`src/rtl/key_debounce_pkg.sv`:
```
// key_debounce_pkg: FSM state encoding and ms-to-cycles helper for the key debouncer
package key_debounce_pkg;
  typedef enum logic [1:0] {
    IDLE       = 2'd0,
    PRESS_FILT = 2'd1,
    PRESSED    = 2'd2,
    REL_FILT   = 2'd3
  } db_state_t;
  function automatic int cycles_from_ms(input int clk_hz, input int ms);
    return clk_hz / 1000 * ms;
  endfunction
endpackage

```
`src/rtl/key_debounce_ch.sv`:
```
// key_debounce_ch: one key channel - synchroniser, debounce FSM, press/release/long pulses
// Long-press counter only present when KEY_LONG_PRESS_EN is defined; otherwise key_long is tied 0.
module key_debounce_ch
  import key_debounce_pkg::*;
#(
  parameter int DB_CYCLES   = 4,
  parameter int LONG_CYCLES = 20,
  parameter bit ACTIVE_LOW  = 1'b1
) (
  input  logic sysclk,
  input  logic rst_n,
  input  logic key_raw,
  output logic key_level,
  output logic key_press,
  output logic key_release,
  output logic key_long
);
  localparam int CW = $clog2(DB_CYCLES + 1);
  db_state_t state_q, state_d;
  logic [CW-1:0] cnt_q, cnt_d;
  logic s1, s2, p, db_done, press_d, release_d;
  assign p       = s2 ^ ACTIVE_LOW;
  assign db_done = cnt_q == CW'(DB_CYCLES - 1);
  // synchroniser resets to the released pin level so reset never looks like a press
  always_ff @(posedge sysclk) begin
    if (!rst_n) begin
      s1          <= ACTIVE_LOW;
      s2          <= ACTIVE_LOW;
      state_q     <= IDLE;
      cnt_q       <= '0;
      key_press   <= 1'b0;
      key_release <= 1'b0;
    end else begin
      s1          <= key_raw;
      s2          <= s1;
      state_q     <= state_d;
      cnt_q       <= cnt_d;
      key_press   <= press_d;
      key_release <= release_d;
    end
  end
  always_comb begin
    state_d = state_q;
    cnt_d   = cnt_q;
    unique case (state_q)
      IDLE: if (p) begin
        state_d = PRESS_FILT;
        cnt_d   = CW'(1);
      end
      PRESS_FILT: begin
        state_d = !p ? IDLE : db_done ? PRESSED : PRESS_FILT;
        cnt_d   = (!p || db_done) ? '0 : cnt_q + 1'b1;
      end
      PRESSED: if (!p) begin
        state_d = REL_FILT;
        cnt_d   = CW'(1);
      end
      REL_FILT: begin
        state_d = p ? PRESSED : db_done ? IDLE : REL_FILT;
        cnt_d   = (p || db_done) ? '0 : cnt_q + 1'b1;
      end
    endcase
  end
  always_comb begin
    key_level = state_q[1];
    press_d   = state_q == PRESS_FILT && p && db_done;
    release_d = state_q == REL_FILT && !p && db_done;
  end
`ifdef KEY_LONG_PRESS_EN
  localparam int LW = $clog2(LONG_CYCLES + 1);
  logic [LW-1:0] lcnt_q, lcnt_d;
  logic long_d;
  // runs through PRESSED/REL_FILT bounces, cleared on fresh press entry and on completed release
  always_comb begin
    lcnt_d = (state_q[1] && state_d != IDLE)
             ? (lcnt_q == LW'(LONG_CYCLES) ? lcnt_q : lcnt_q + 1'b1) : '0;
    long_d = lcnt_d == LW'(LONG_CYCLES) && lcnt_q != LW'(LONG_CYCLES);
  end
  always_ff @(posedge sysclk) begin
    if (!rst_n) begin
      lcnt_q   <= '0;
      key_long <= 1'b0;
    end else begin
      lcnt_q   <= lcnt_d;
      key_long <= long_d;
    end
  end
`else
  assign key_long = 1'b0;
`endif
endmodule

```
`src/rtl/key_debounce.sv`:
```
// key_debounce: NKEYS independent debounced push-button channels with press/release/long pulses
// Long-press detection enabled by defining KEY_LONG_PRESS_EN.
module key_debounce
  import key_debounce_pkg::*;
#(
  parameter int NKEYS       = 3,
  parameter int CLK_HZ      = 60_000_000,
  parameter int DEBOUNCE_MS = 20,
  parameter int LONG_MS     = 1000,
  parameter bit ACTIVE_LOW  = 1'b1
) (
  input  logic             sysclk,
  input  logic             rst_n,
  input  logic [NKEYS-1:0] keys_in,
  output logic [NKEYS-1:0] key_level,
  output logic [NKEYS-1:0] key_press,
  output logic [NKEYS-1:0] key_release,
  output logic [NKEYS-1:0] key_long
);
  localparam int DB_RAW      = cycles_from_ms(CLK_HZ, DEBOUNCE_MS);
  localparam int DB_CYCLES   = DB_RAW < 2 ? 2 : DB_RAW;
  localparam int LONG_CYCLES = cycles_from_ms(CLK_HZ, LONG_MS);
  for (genvar i = 0; i < NKEYS; i++) begin : g_ch
    key_debounce_ch #(
      .DB_CYCLES  (DB_CYCLES),
      .LONG_CYCLES(LONG_CYCLES),
      .ACTIVE_LOW (ACTIVE_LOW)
    ) u_ch (
      .sysclk     (sysclk),
      .rst_n      (rst_n),
      .key_raw    (keys_in[i]),
      .key_level  (key_level[i]),
      .key_press  (key_press[i]),
      .key_release(key_release[i]),
      .key_long   (key_long[i])
    );
  end
endmodule

```
`config.mk`:
```
export PLATFORM = sky130hd
export DESIGN_NAME = key_debounce
export DESIGN_NICKNAME = d
export VERILOG_FILES = /design/src/rtl/key_debounce_pkg.sv /design/src/rtl/key_debounce_ch.sv /design/src/rtl/key_debounce.sv
export SDC_FILE = /design/constraint.sdc
export NUM_CORES = 1
export LEC_CHECK = 0
export BUFFER_PORTS_ARGS = -buffer_cell sky130_fd_sc_hd__clkbuf_2
export CAP_MARGIN = 0
export CORE_UTILIZATION = 25
export DETAILED_ROUTE_END_ITERATION = 8
export HOLD_SLACK_MARGIN = 0.05
export PLACE_DENSITY = 0.47
export SLEW_MARGIN = 30
export SYNTH_ARGS = -nofsm -noshare
export SYNTH_HDL_FRONTEND = slang
export SYNTH_SLANG_ARGS = --single-unit
```
`constraint.sdc`:
```
create_clock -name sysclk -period 2.5 [get_ports sysclk]
set_clock_uncertainty 0.2 [all_clocks]
set_input_delay 0.125 -clock sysclk [delete_from_list [all_inputs] [get_ports sysclk]]
set_output_delay 0.125 -clock sysclk [all_outputs]
set_load 0.01 [all_outputs]
```
==> run metrics, run 1 <==
vias in the first global route=between 3,000 and 4,000; CTS Buf Count=9; main area contributors after synthesis=dfxtp_1, nand2_1, a31oi_1, a21oi_1, nand3_1; Area Growth Syn to Fin=18.6%; CTS HTree Levels=3; f_max=436 MHz; fill cell count=about 1,700; RePlAce Congestion=around 0.75; leading cell types in the layout, fill and taps excluded=dfxtp_1, nand2_1, a21oi_1, buf_4, nand3_1; Max-Cap Viols=0; Data arrival, critical path=roughly 2.3 ns; Leak=roughly 1.7 nW; Setup crit start kind=flop; DRT Wirelength=between 9000 and 10,000 µm; Cell Chain, Critical Path=or4b_4 > nor4_4 > a211oi_2 > buf_4 > a21o_1 > a22o_1; CP endpoint kind=flop; Slew headroom=32.3%; Clock Sinks=81; M1 GR Usage=15.1%; slowest library cell on the worst path=or4b_4; total negative slack=0 ns; Initial Util=between 20 and 30%; Cell Area, Synth=4040 µm²; Synth cell types=55; die height=129 µm; Residual DRC=0; DRT Pass-1 Iters=4; largest net degree at the start of global routing=30; CTS root buf=clkbuf_16; final net count=517; Starting DRT DRC Count=around 170; grt total ovfl=0; worst-margin pin slew=~1 ns; CTS max path bufs=2; DR vias=between 3,000 and 4,000; commonest non-fill, non-tap cell in the layout=dfxtp_1; Worst Setup Path Type=reg2reg; sequential fraction of the synthesis area=40.2%; CP bufs+invs=1; worst vdd ir=~320 µV; global-route wire length before repair=approximately 16,000 µm; n_diodes=0; Vias/cell=4.92; Die Width=~130 µm; Yosys top cell by area=dfxtp_1; I/O pins=17; status=finished clean; Antenna Nets Post-Route=0; CTS tree=built; post-CTS sizing=0; Setup Viol. Count Final=0; Syn Inst Count=roughly 480; period utilization=about nine tenths; die footprint=between 15,000 and 20,000 µm²; CP top delay family=simple AND/OR/NAND/NOR gates; post-CTS setup repair buffer count=0; Global Route met3 Usage=about 2.6%; fin crit period=~2.3 ns; Mapped Avg Cell Area=8.50 µm²; DP HPWL=6600 µm; unrepaired setup endpoints after global routing=no; hold crit path type=reg2reg; Synth top area share=between 40% and 50%; max incr delay on CP=slightly below 0.6 ns; Hold Violations, Final=0; Port Buffers=13; Post-synth EDFFs=0; clock-pin slew on the worst setup and hold paths=about 0.060 ns; initial antenna violation count=0; Pwr Total=approximately 0.0027 W; FP Rows=46; asr flop ratio synth=0%; layout cell share with drive strength beyond 1=about 16%; Synth warnings=0; CORE AREA=approximately 16,000 µm²; grt peak-use layer=met2; Synth Flop Type=dfxtp_1; Slew Viols, Final=0; met2 usage=about a fifth; worst-skew pair later-pin latency=0.35 ns; routed len/inst=12.9 µm; Crit Path Max Fanout=29; Seq cells post-synth=roughly 80; Critical Path RT=~2.5 ns; Total GRT Usage=about 12%; PwrDens=about 560 nW/µm²
[power breakdown]
| group | internal (W) | switching, W | leakage, nW |
|---|---|---|---|
| logic | 0.0000322 | 0.0000566 | 0.906 |
| registers | 0.00130 | 0.00000769 | 0.654 |
| clock network | 0.000689 | 0.000593 | 0.133 |
| total | 0.00202 | 0.000657 | 1.69 |
[synth_stat cells (4+ instances only)]
library cell  number
a21o_1             4
a21oi_1           36
a22o_1            12
a31oi_1           29
and3_1            15
and4_1             8
buf_2              4
buf_4             15
clkbuf_1           9
dfxtp_1           81
inv_1             15
mux2i_1            9
nand2_1           49
nand2b_1          15
nand3_1           34
nand4_1           17
nor2_1            18
nor3_1             8
nor4_1             7
o21ai_0           20
or3_1              5
xnor2_1           11
xor2_1             7
[routing by layer]
| metal | vias to the layer above | part of all wire (%) |
|---|---|---|
| li1 | 1815 | - |
| met1 | 1718 | 50 |
| met2 | 42 | 46 |
| met3 | 13 | 2.4 |
| met4 | 0 | 2.0 |
| met5 | - | 0 |
[timing repair]
action	in CTS	in global routing
setup endpoints to repair	0	0
hold endpoints to repair	5	0
hold buffers	4	0
[area by class of cell]
| class | count | area (µm²) | area share (%) |
|---|---|---|---|
| Clock buffer | 9 | 225 | 4.70 |
| Multi-Input combinational cell | 349 | 2180 | 45.5 |
| Sequential cell | 81 | 1620 | 33.9 |
| Timing Repair Buffer | 53 | 375 | 7.84 |
| Inverter | 15 | 56.3 | 1.18 |
| Clock inverter | 7 | 58.8 | 1.23 |
| Tap cell | 216 | 270 | 5.64 |
[cells by family (layout without fill, tap and decap cells)]
family                   after synthesis  in the layout  synth area share [%]
AO/OA/AOI/OAI                        116            116                  17.9
adder cells (fa/ha/maj)                3              3                 0.930
buffers and inverters                 47             84                  6.45
XOR/XNOR                              18             18                  3.90
other                                  1              3                0.0929
flip-flops                            81             81                  40.2
AND/OR/NAND/NOR                      200            200                  28.3
multiplexers                           9              9                  2.23
[flip-flops by register name, summed over array words and instances (netlist names)]
| signal | count |
|---|---|
| g_ch.u_ch.s2 | 3 |
| g_ch.u_ch.key_release | 3 |
| g_ch.u_ch.key_press | 3 |
| g_ch.u_ch.s1 | 3 |
| g_ch.u_ch.cnt_q | 63 |
| g_ch.u_ch.state_q | 6 |
[metrics by stage]
step / setup WS, ns / hold WS [ns] / util (%) / area (µm²) / instances
2_1_floorplan: 0.389 / 0.0265 / - / 4050 / 477
3_3_place_gp: 0.132 / 0.112 / 28.2 / 4460 / 710
3_5_place_dp: 0.0591 / 0.119 / 28.2 / 4460 / 710
4_1_cts: 0.0288 / 0.217 / 30.2 / 4780 / 730
5_1_grt: 0.110 / 0.235 / 30.3 / 4790 / 730
6_report: 0.209 / 0.211 / 30.3 / 4790 / 730
[worst paths after layout]
check                           slack [ns]  cells after the start                               start                                  to
worst max register to register        0.21                      6  g_ch[1].u_ch.cnt_q[7]$_SDFFE_PN0P_  g_ch[1].u_ch.cnt_q[5]$_SDFFE_PN0P_
worst min-delay path                  0.21                      1          g_ch[1].u_ch.s1$_SDFF_PN1_          g_ch[1].u_ch.s2$_SDFF_PN1_
worst min register to register        0.21                      1          g_ch[1].u_ch.s1$_SDFF_PN1_          g_ch[1].u_ch.s2$_SDFF_PN1_
worst max-delay path                  0.21                      6  g_ch[1].u_ch.cnt_q[7]$_SDFFE_PN0P_  g_ch[1].u_ch.cnt_q[5]$_SDFFE_PN0P_
(Power assumes the default switching activity.)
==> run 2: changes to the inputs <==
--- a/config.mk
+++ b/config.mk
@@ -5,11 +5,13 @@
 export SDC_FILE = /design/constraint.sdc
 export NUM_CORES = 1
 export LEC_CHECK = 0
+export ABC_AREA = 1
 export BUFFER_PORTS_ARGS = -buffer_cell sky130_fd_sc_hd__clkbuf_2
 export CAP_MARGIN = 0
 export CORE_UTILIZATION = 25
 export DETAILED_ROUTE_END_ITERATION = 8
 export HOLD_SLACK_MARGIN = 0.05
+export MAX_ROUTING_LAYER = met4
 export PLACE_DENSITY = 0.47
 export SLEW_MARGIN = 30
 export SYNTH_ARGS = -nofsm -noshare
==> run metrics, run 2 <==
initial antenna violation count=0 (unchanged); Antenna Nets Post-Route=0 (unchanged); max incr delay on CP=0.41 ns (-0.18 ns); Residual DRC=0 (unchanged); post-CTS setup repair buffer count=0 (unchanged); Leak=1.79 nW (+5.4%); Setup Viol. Count Final=0 (unchanged); most common cell in the synthesized netlist=nand2_1; f_max=519 MHz (+19%); Yosys top cell by area=dfxtp_1; Synth top area share=36.0% (-4.2 points); grt total ovfl=0 (unchanged); slowest library cell on the worst path=a21boi_4; Cell Chain, Critical Path=ha_1 > nand2_1 > nor2_4 > nand2_2 > nor2_4 > a21boi_4 > o21ai_0 > a21oi_1; DR vias=4,052 (+13%); largest net degree at the start of global routing=29 (-3.3%); vias in the first global route=3,718 (+10%); Total GRT Usage=12.5% (+0.25 points); Starting DRT DRC Count=233 (+36%); Post-synth EDFFs=0 (unchanged); worst vdd ir=262 µV (-19%); Synth cell types=32 (-42%); Synth Flop Type=dfxtp_1; CORE AREA=17,500 µm² (+10%); main area contributors after synthesis=dfxtp_1, nand2_1, a21oi_1, nor2_1, nand3_1; Crit Path Max Fanout=17 (-41%); leading cell types in the layout, fill and taps excluded=nand2_1, dfxtp_1, nor2_1; Slew headroom=62.9% (+31 points); Combinational Power Share=3.1% (-0.2 points); FP Rows=48 (+4.3%); Slew Viols, Final=0 (unchanged); asr flop ratio synth=0% (unchanged); global-route wire length before repair=17,800 µm (+12%); Top Registers=g_ch.u_ch.cnt_q x63, g_ch.u_ch.state_q x6; footprint of the multi-input gates=2420 µm² (+11%); CTS root buf=clkbuf_16; CTS HTree Levels=3 (unchanged); routed len/inst=11.1 µm (-14%); internal power=0.00210 W (+4.0%); CP endpoint kind=flop; CTS tree=built; sw power=0.000625 W (-4.8%); sequential fraction of the synthesis area=36.0% (-4.2 points); Die Width=136 µm (+5.6%); commonest non-fill, non-tap cell in the layout=nand2_1; total negative slack=0 ns (unchanged); CTS max path bufs=2 (unchanged); status=finished clean; Port Buffers=13 (unchanged); Reg power frac=47.9% (-0.9 points); CTS Buf Count=9 (unchanged); DRT Wirelength=10,400 µm (+10%); RePlAce Congestion=0.828 (+11%); Mapped Avg Cell Area=6.46 µm² (-24%); Setup crit start kind=flop; layout cell share with drive strength beyond 1=11.4% (-4.3 points); die footprint=18,600 µm² (+11%); Sw Ratio=22.9% (-1.6 points); Clock Sinks=81 (unchanged); Clk pwr share=49.1% (+1.2 points); Cell Area, Synth=4510 µm² (+12%); DRT Pass-1 Iters=5 (+1); Synth warnings=0 (unchanged); Critical Path RT=2.57 ns (+0.03 ns); hold crit path type=in2reg; clock-pin slew on the worst setup and hold paths=0.06 ns (about the same); Area Growth Syn to Fin=12.0%; Vias/cell=4.34 (-12%); Worst Setup Path Type=reg2reg; I/O pins=17 (unchanged); Seq cells post-synth=81 (unchanged); Syn Inst Count=698 (+47%); Pwr Total=0.00273 W (+1.8%); worst-skew pair later-pin latency=0.35 ns (about the same); Top cell by count, worst path=nor2_4; final net count=712 (+38%); n_diodes=0 (unchanged); storage element area=1620 µm² (unchanged); fill cell count=1,913 (+13%); worst-margin pin slew=0.556 ns (-0.452 ns); Commonest cells post-synth=nand2_1, dfxtp_1, nor2_1; fin crit period=1.93 ns (-0.365 ns); period utilization=77.0% (-15 points); max FFs per register=63 (unchanged); die height=136 µm (+5.6%); Hold Violations, Final=0 (unchanged); Max-Cap Viols=0 (unchanged); Data arrival, critical path=2.00 ns (-0.33 ns); PwrDens=540 nW/µm² (-3.5%); DP HPWL=7250 µm (+10%); Top reg by flops=g_ch.u_ch.cnt_q; unrepaired setup endpoints after global routing=no; Initial Util=25.8% (+0.29 points)
==> run 2: cell types whose count changed after synthesis, moves of 8 or more <==
| cell | delta |
|---|---|
| a21oi_1 | +26 |
| a22o_1 | -12 |
| a31oi_1 | -27 |
| and3_1 | -15 |
| and4_1 | -8 |
| inv_1 | +53 |
| mux2i_1 | -9 |
| nand2_1 | +152 |
| nand2_2 | +16 |
| nand2b_1 | -15 |
| nand3_1 | +21 |
| nor2_1 | +59 |
| or2_2 | +9 |
==> run 2: per-layer routing <==
| layer | share of wire (%) | up-vias | GRT usage [%] |
|---|---|---|---|
| li1 | - | 2227 | - |
| met1 | 53 | 1778 | 16.5 |
| met2 | 43 | 43 | 18.4 |
| met3 | 2.6 | 4 | 2.05 |
| met4 | 0.79 | 0 | 6.11 |
| met5 | 0 | - | - |
==> run 2: stage by stage <==
step	std cells	utilization [%]	cell area [µm²]	setup WS (ns)	hold slack [ns]
global placement	915	27.0	4730	0.581	0.122
floorplan	700	-	4520	0.845	0.0316
detailed placement	915	27.0	4730	0.547	0.131
global route	934	28.9	5050	0.338	0.121
CTS	934	28.9	5050	0.539	0.0859
finish	934	28.9	5050	0.574	0.0892
==> run 2: kinds of logic (layout without fill, tap and decap cells) <==
kind of cell    Yosys count  after routing  synth area share [%]
simple gates            397            397                  38.6
buf+inv                 104            113                  10.5
compound gates          101            101                  12.0
flops                    81             81                  36.0
xor+xnor                 11             11                  2.14
fa+ha+maj                 3              3                 0.832
other cells               1              3                0.0832
==> run 2: critical path: cells and delay by family (launching register included) <==
family	cells	cell delay [ns]
adder cells (fa/ha/maj)	1	0.22
AND/OR/NAND/NOR	4	0.38
flip-flops	1	0.34
AO/OA/AOI/OAI	3	0.72
==> run 2: cell type report <==
class	instances	share of cell area, %
Clock buffer	10	4.53
Clock inverter	6	1.31
Inverter	73	5.42
Multi-Input combinational cell	515	48.0
Sequential cell	81	32.1
Tap cell	225	5.57
Timing Repair Buffer	24	3.07
==> run 2: path summary, 6_finish.rpt <==
kind                                                              to                          startpoint  cells after the start  slack (ns)
worst max-delay path             g_ch[2].u_ch.cnt_q[20]$_SDFFE_PN0P_  g_ch[2].u_ch.cnt_q[0]$_SDFFE_PN0P_                      8        0.57
worst min register to register            g_ch[0].u_ch.s2$_SDFF_PN1_          g_ch[0].u_ch.s1$_SDFF_PN1_                      1        0.22
worst min-delay path            g_ch[2].u_ch.state_q[0]$_SDFFE_PN0P_                               rst_n                      3        0.09
worst max register to register   g_ch[2].u_ch.cnt_q[20]$_SDFFE_PN0P_  g_ch[2].u_ch.cnt_q[0]$_SDFFE_PN0P_                      8        0.57
==> run 2: power by group through the flow <==
stage / Sequential [W] / Combinational (W) / Clock (W)
6_report: 0.00130 / 0.0000842 / 0.00134
5_1_grt: 0.00130 / 0.0000946 / 0.00143
4_1_cts: 0.00130 / 0.0000873 / 0.00139
3_5_place_dp: 0.00133 / 0.0000833 / 0
3_3_place_gp: 0.00133 / 0.0000836 / 0
2_1_floorplan: 0.00133 / 0.0000558 / 0
==> run 2: what timing repair did <==
item                                   CTS  global route
hold buffers                             3             0
endpoints found under the hold margin    3             0
gates resized for setup                  0             0
==> run 3: changes to the inputs <==
--- a/config.mk
+++ b/config.mk
@@ -5,14 +5,14 @@
 export SDC_FILE = /design/constraint.sdc
 export NUM_CORES = 1
 export LEC_CHECK = 0
-export ABC_AREA = 1
+export ABC_AREA = 0
 export BUFFER_PORTS_ARGS = -buffer_cell sky130_fd_sc_hd__clkbuf_2
 export CAP_MARGIN = 0
 export CORE_UTILIZATION = 25
 export DETAILED_ROUTE_END_ITERATION = 8
 export HOLD_SLACK_MARGIN = 0.05
 export MAX_ROUTING_LAYER = met4
-export PLACE_DENSITY = 0.47
+export PLACE_DENSITY = 0.48
 export SLEW_MARGIN = 30
 export SYNTH_ARGS = -nofsm -noshare
 export SYNTH_HDL_FRONTEND = slang
==> constraint.sdc (replaced) <==
create_clock -name sysclk -period 1.75 [get_ports sysclk]
set_clock_uncertainty 0.2 [all_clocks]
set_input_delay 0.0875 -clock sysclk [delete_from_list [all_inputs] [get_ports sysclk]]
set_output_delay 0.0875 -clock sysclk [all_outputs]
set_load 0.01 [all_outputs]
==> run metrics, run 3 (synthesized netlist as in run 1, its figures left out) <==
status=finished with violations; failing checks=negative setup slack; period utilization=121% (+44 points); DRT Wirelength=11,200 µm (+7.4%); Starting DRT DRC Count=176 (-24%); fill cell count=1,565 (-18%); layout cell share with drive strength beyond 1=45.9% (+34 points); vias in the first global route=3,864 (+3.9%); Setup Viol. Count Final=61 (+61); commonest non-fill, non-tap cell in the layout=buf_4; final net count=629 (-12%); storage element area=1650 µm² (+1.5%); die footprint=16,700 µm² (-10%); DP HPWL=7660 µm (+5.7%); CORE AREA=15,800 µm² (-9.4%); Area Growth Syn to Fin=56.3%; Placed Instances=802 (-12%); Total GRT Usage=14.5% (+2.0 points); clock-pin slew on the worst setup and hold paths=0.07 ns (about the same); hold crit path type=in2reg; Antenna Nets Post-Route=0 (unchanged); CP bufs+invs=1 (+1); CTS root buf=clkbuf_16; I/O pins=17 (unchanged); grt total ovfl=0 (unchanged); Residual DRC=0 (unchanged); Slew headroom=53.1% (-9.8 points); die height=129 µm (-5.3%); worst-skew pair later-pin latency=0.34 ns (about the same); Top Registers=g_ch.u_ch.cnt_q x63, g_ch.u_ch.state_q x6; Setup crit start kind=flop; Initial Util=25.5% (-0.29 points); Port Buffers=13 (unchanged); worst-margin pin slew=0.699 ns (+0.143 ns); largest net degree at the start of global routing=16 (-45%); initial antenna violation count=0 (unchanged); Die Width=129 µm (-5.3%); max incr delay on CP=0.55 ns (+0.14 ns); leading cell types in the layout, fill and taps excluded=buf_4, dfxtp_1, nand2_1; Hold Violations, Final=0 (unchanged); Top Layer Used=met4; CTS max path bufs=2 (unchanged); Crit Path Max Fanout=13 (-4); routed len/inst=13.3 µm (+19%); Clock Sinks=81 (unchanged); Final Non-Filler Cells=841 (-10%); slowest library cell on the worst path=or4b_4; Critical Path RT=1.79 ns (-0.78 ns); worst vdd ir=449 µV (+71%); DR WL met3=212 µm (-21%); CTS Buf Count=9 (unchanged); footprint of the multi-input gates=2700 µm² (+11%); Cell Chain, Critical Path=or4b_4 > nor4_4 > a211oi_4 > buf_12 > a21o_1 > a22o_1; Data arrival, critical path=2.15 ns (+0.15 ns); n_diodes=0 (unchanged); CTS tree=built; PwrDens=619 nW/µm² (+15%); DR vias=4,070 (+0.44%); WL met1=5270 µm (-5.0%); Worst Setup Path Type=reg2reg; global-route wire length before repair=18,600 µm (+4.2%); Top reg by flops=g_ch.u_ch.cnt_q; f_max=473 MHz (-8.9%); unrepaired setup endpoints after global routing=yes; CP top delay family=simple AND/OR/NAND/NOR gates; Leak=2.44 nW (+36%); metal2 WL=5530 µm (+23%); Max-Cap Viols=0 (unchanged); Slew Viols, Final=0 (unchanged); RePlAce Congestion=0.799 (-3.5%); Vias/cell=4.84 (+12%); max FFs per register=63 (unchanged); CP endpoint kind=flop; DRT Pass-1 Iters=4 (-1); worst setup margin=-0.364 ns (-0.939 ns); CTS HTree Levels=3 (unchanged); fin crit period=2.11 ns (+0.189 ns); Pwr Total=0.00391 W (+43%); FP Rows=46 (-4.2%)
run 3: cell count changes in the layout (fill, tap and decap cells not counted), sizes merged, moves of 10 or more:
cell	change
nand2	-168
buf	+138
nor2	-68
inv	-59
a31oi	+27
a21oi	-25
nand3	-22
and3	+15
nand2b	+15
a22o	+12
nor4	+10
or2	-10
run 3: area by class of cell:
cell class                 instances  share of cell area, %
multi-input combinational        349                   42.8
sequential                        81                   26.1
timing repair buffer             165                   21.4
tap                              216                   4.28
clock buffer                      10                   3.63
clock inverter                     5                  0.912
inverter                          15                  0.892
run 3: path summary, 6_finish.rpt:
check | slack, ns | startpoint | cells after the start | end
max | -0.36 | g_ch[1].u_ch.cnt_q[16]$_SDFFE_PN0P_ | 6 | g_ch[1].u_ch.cnt_q[11]$_SDFFE_PN0P_
min | 0.06 | rst_n | 4 | g_ch[2].u_ch.cnt_q[7]$_SDFFE_PN0P_
max reg2reg | -0.36 | g_ch[1].u_ch.cnt_q[16]$_SDFFE_PN0P_ | 6 | g_ch[1].u_ch.cnt_q[11]$_SDFFE_PN0P_
min reg2reg | 0.21 | g_ch[0].u_ch.s1$_SDFF_PN1_ | 1 | g_ch[0].u_ch.s2$_SDFF_PN1_
run 3: timing repair:
item	CTS	global route
hold endpoints to repair	7	0
resized for setup	79	39
cloned	4	0
hold buffers	6	0
setup buffers	8	7
endpoints found under the setup margin	69	71
pin swaps	40	28
run 3: power by group:
group	total [W]	leakage [nW]	internal (W)	switching, W
clock	0.00187	0.131	0.00110	0.000775
sequential	0.00186	0.664	0.00185	0.00000922
combinational	0.000175	1.64	0.0000757	0.0000991
total	0.00391	2.44	0.00303	0.000883
run 3: worst reg2reg max path, stage by stage (launching register included):
cell and delay, ns:
dfxtp_2 0.32, or4b_4 0.55, nor4_4 0.30, a211oi_4 0.15, buf_12 0.18, a21o_1 0.15, a22o_1 0.17
run 3: per-stage QoR:
| stage | hold WS [ns] | util, % | setup TNS (ns) | cell area, µm² | setup slack (ns) |
|---|---|---|---|---|---|
| 3_5_place_dp | 0.0851 | 33.7 | -12.70 | 5330 | -0.349 |
| 6_report | 0.0592 | 39.9 | -12.90 | 6310 | -0.364 |
| 4_1_cts | 0.0519 | 38.5 | -13.42 | 6090 | -0.364 |
| 3_3_place_gp | 0.0711 | 33.7 | -11.40 | 5330 | -0.325 |
| 2_1_floorplan | -0.0110 | - | -9.37 | 4230 | -0.293 |
| 5_1_grt | 0.0826 | 39.9 | -17.83 | 6310 | -0.424 |
run 3: layer usage:
| layer | vias up | global-route usage [%] |
|---|---|---|
| met5 | - | - |
| met4 | 0 | 5.67 |
| met3 | 15 | 2.31 |
| met2 | 51 | 23.8 |
| met1 | 1963 | 17.9 |
| li1 | 2041 | - |
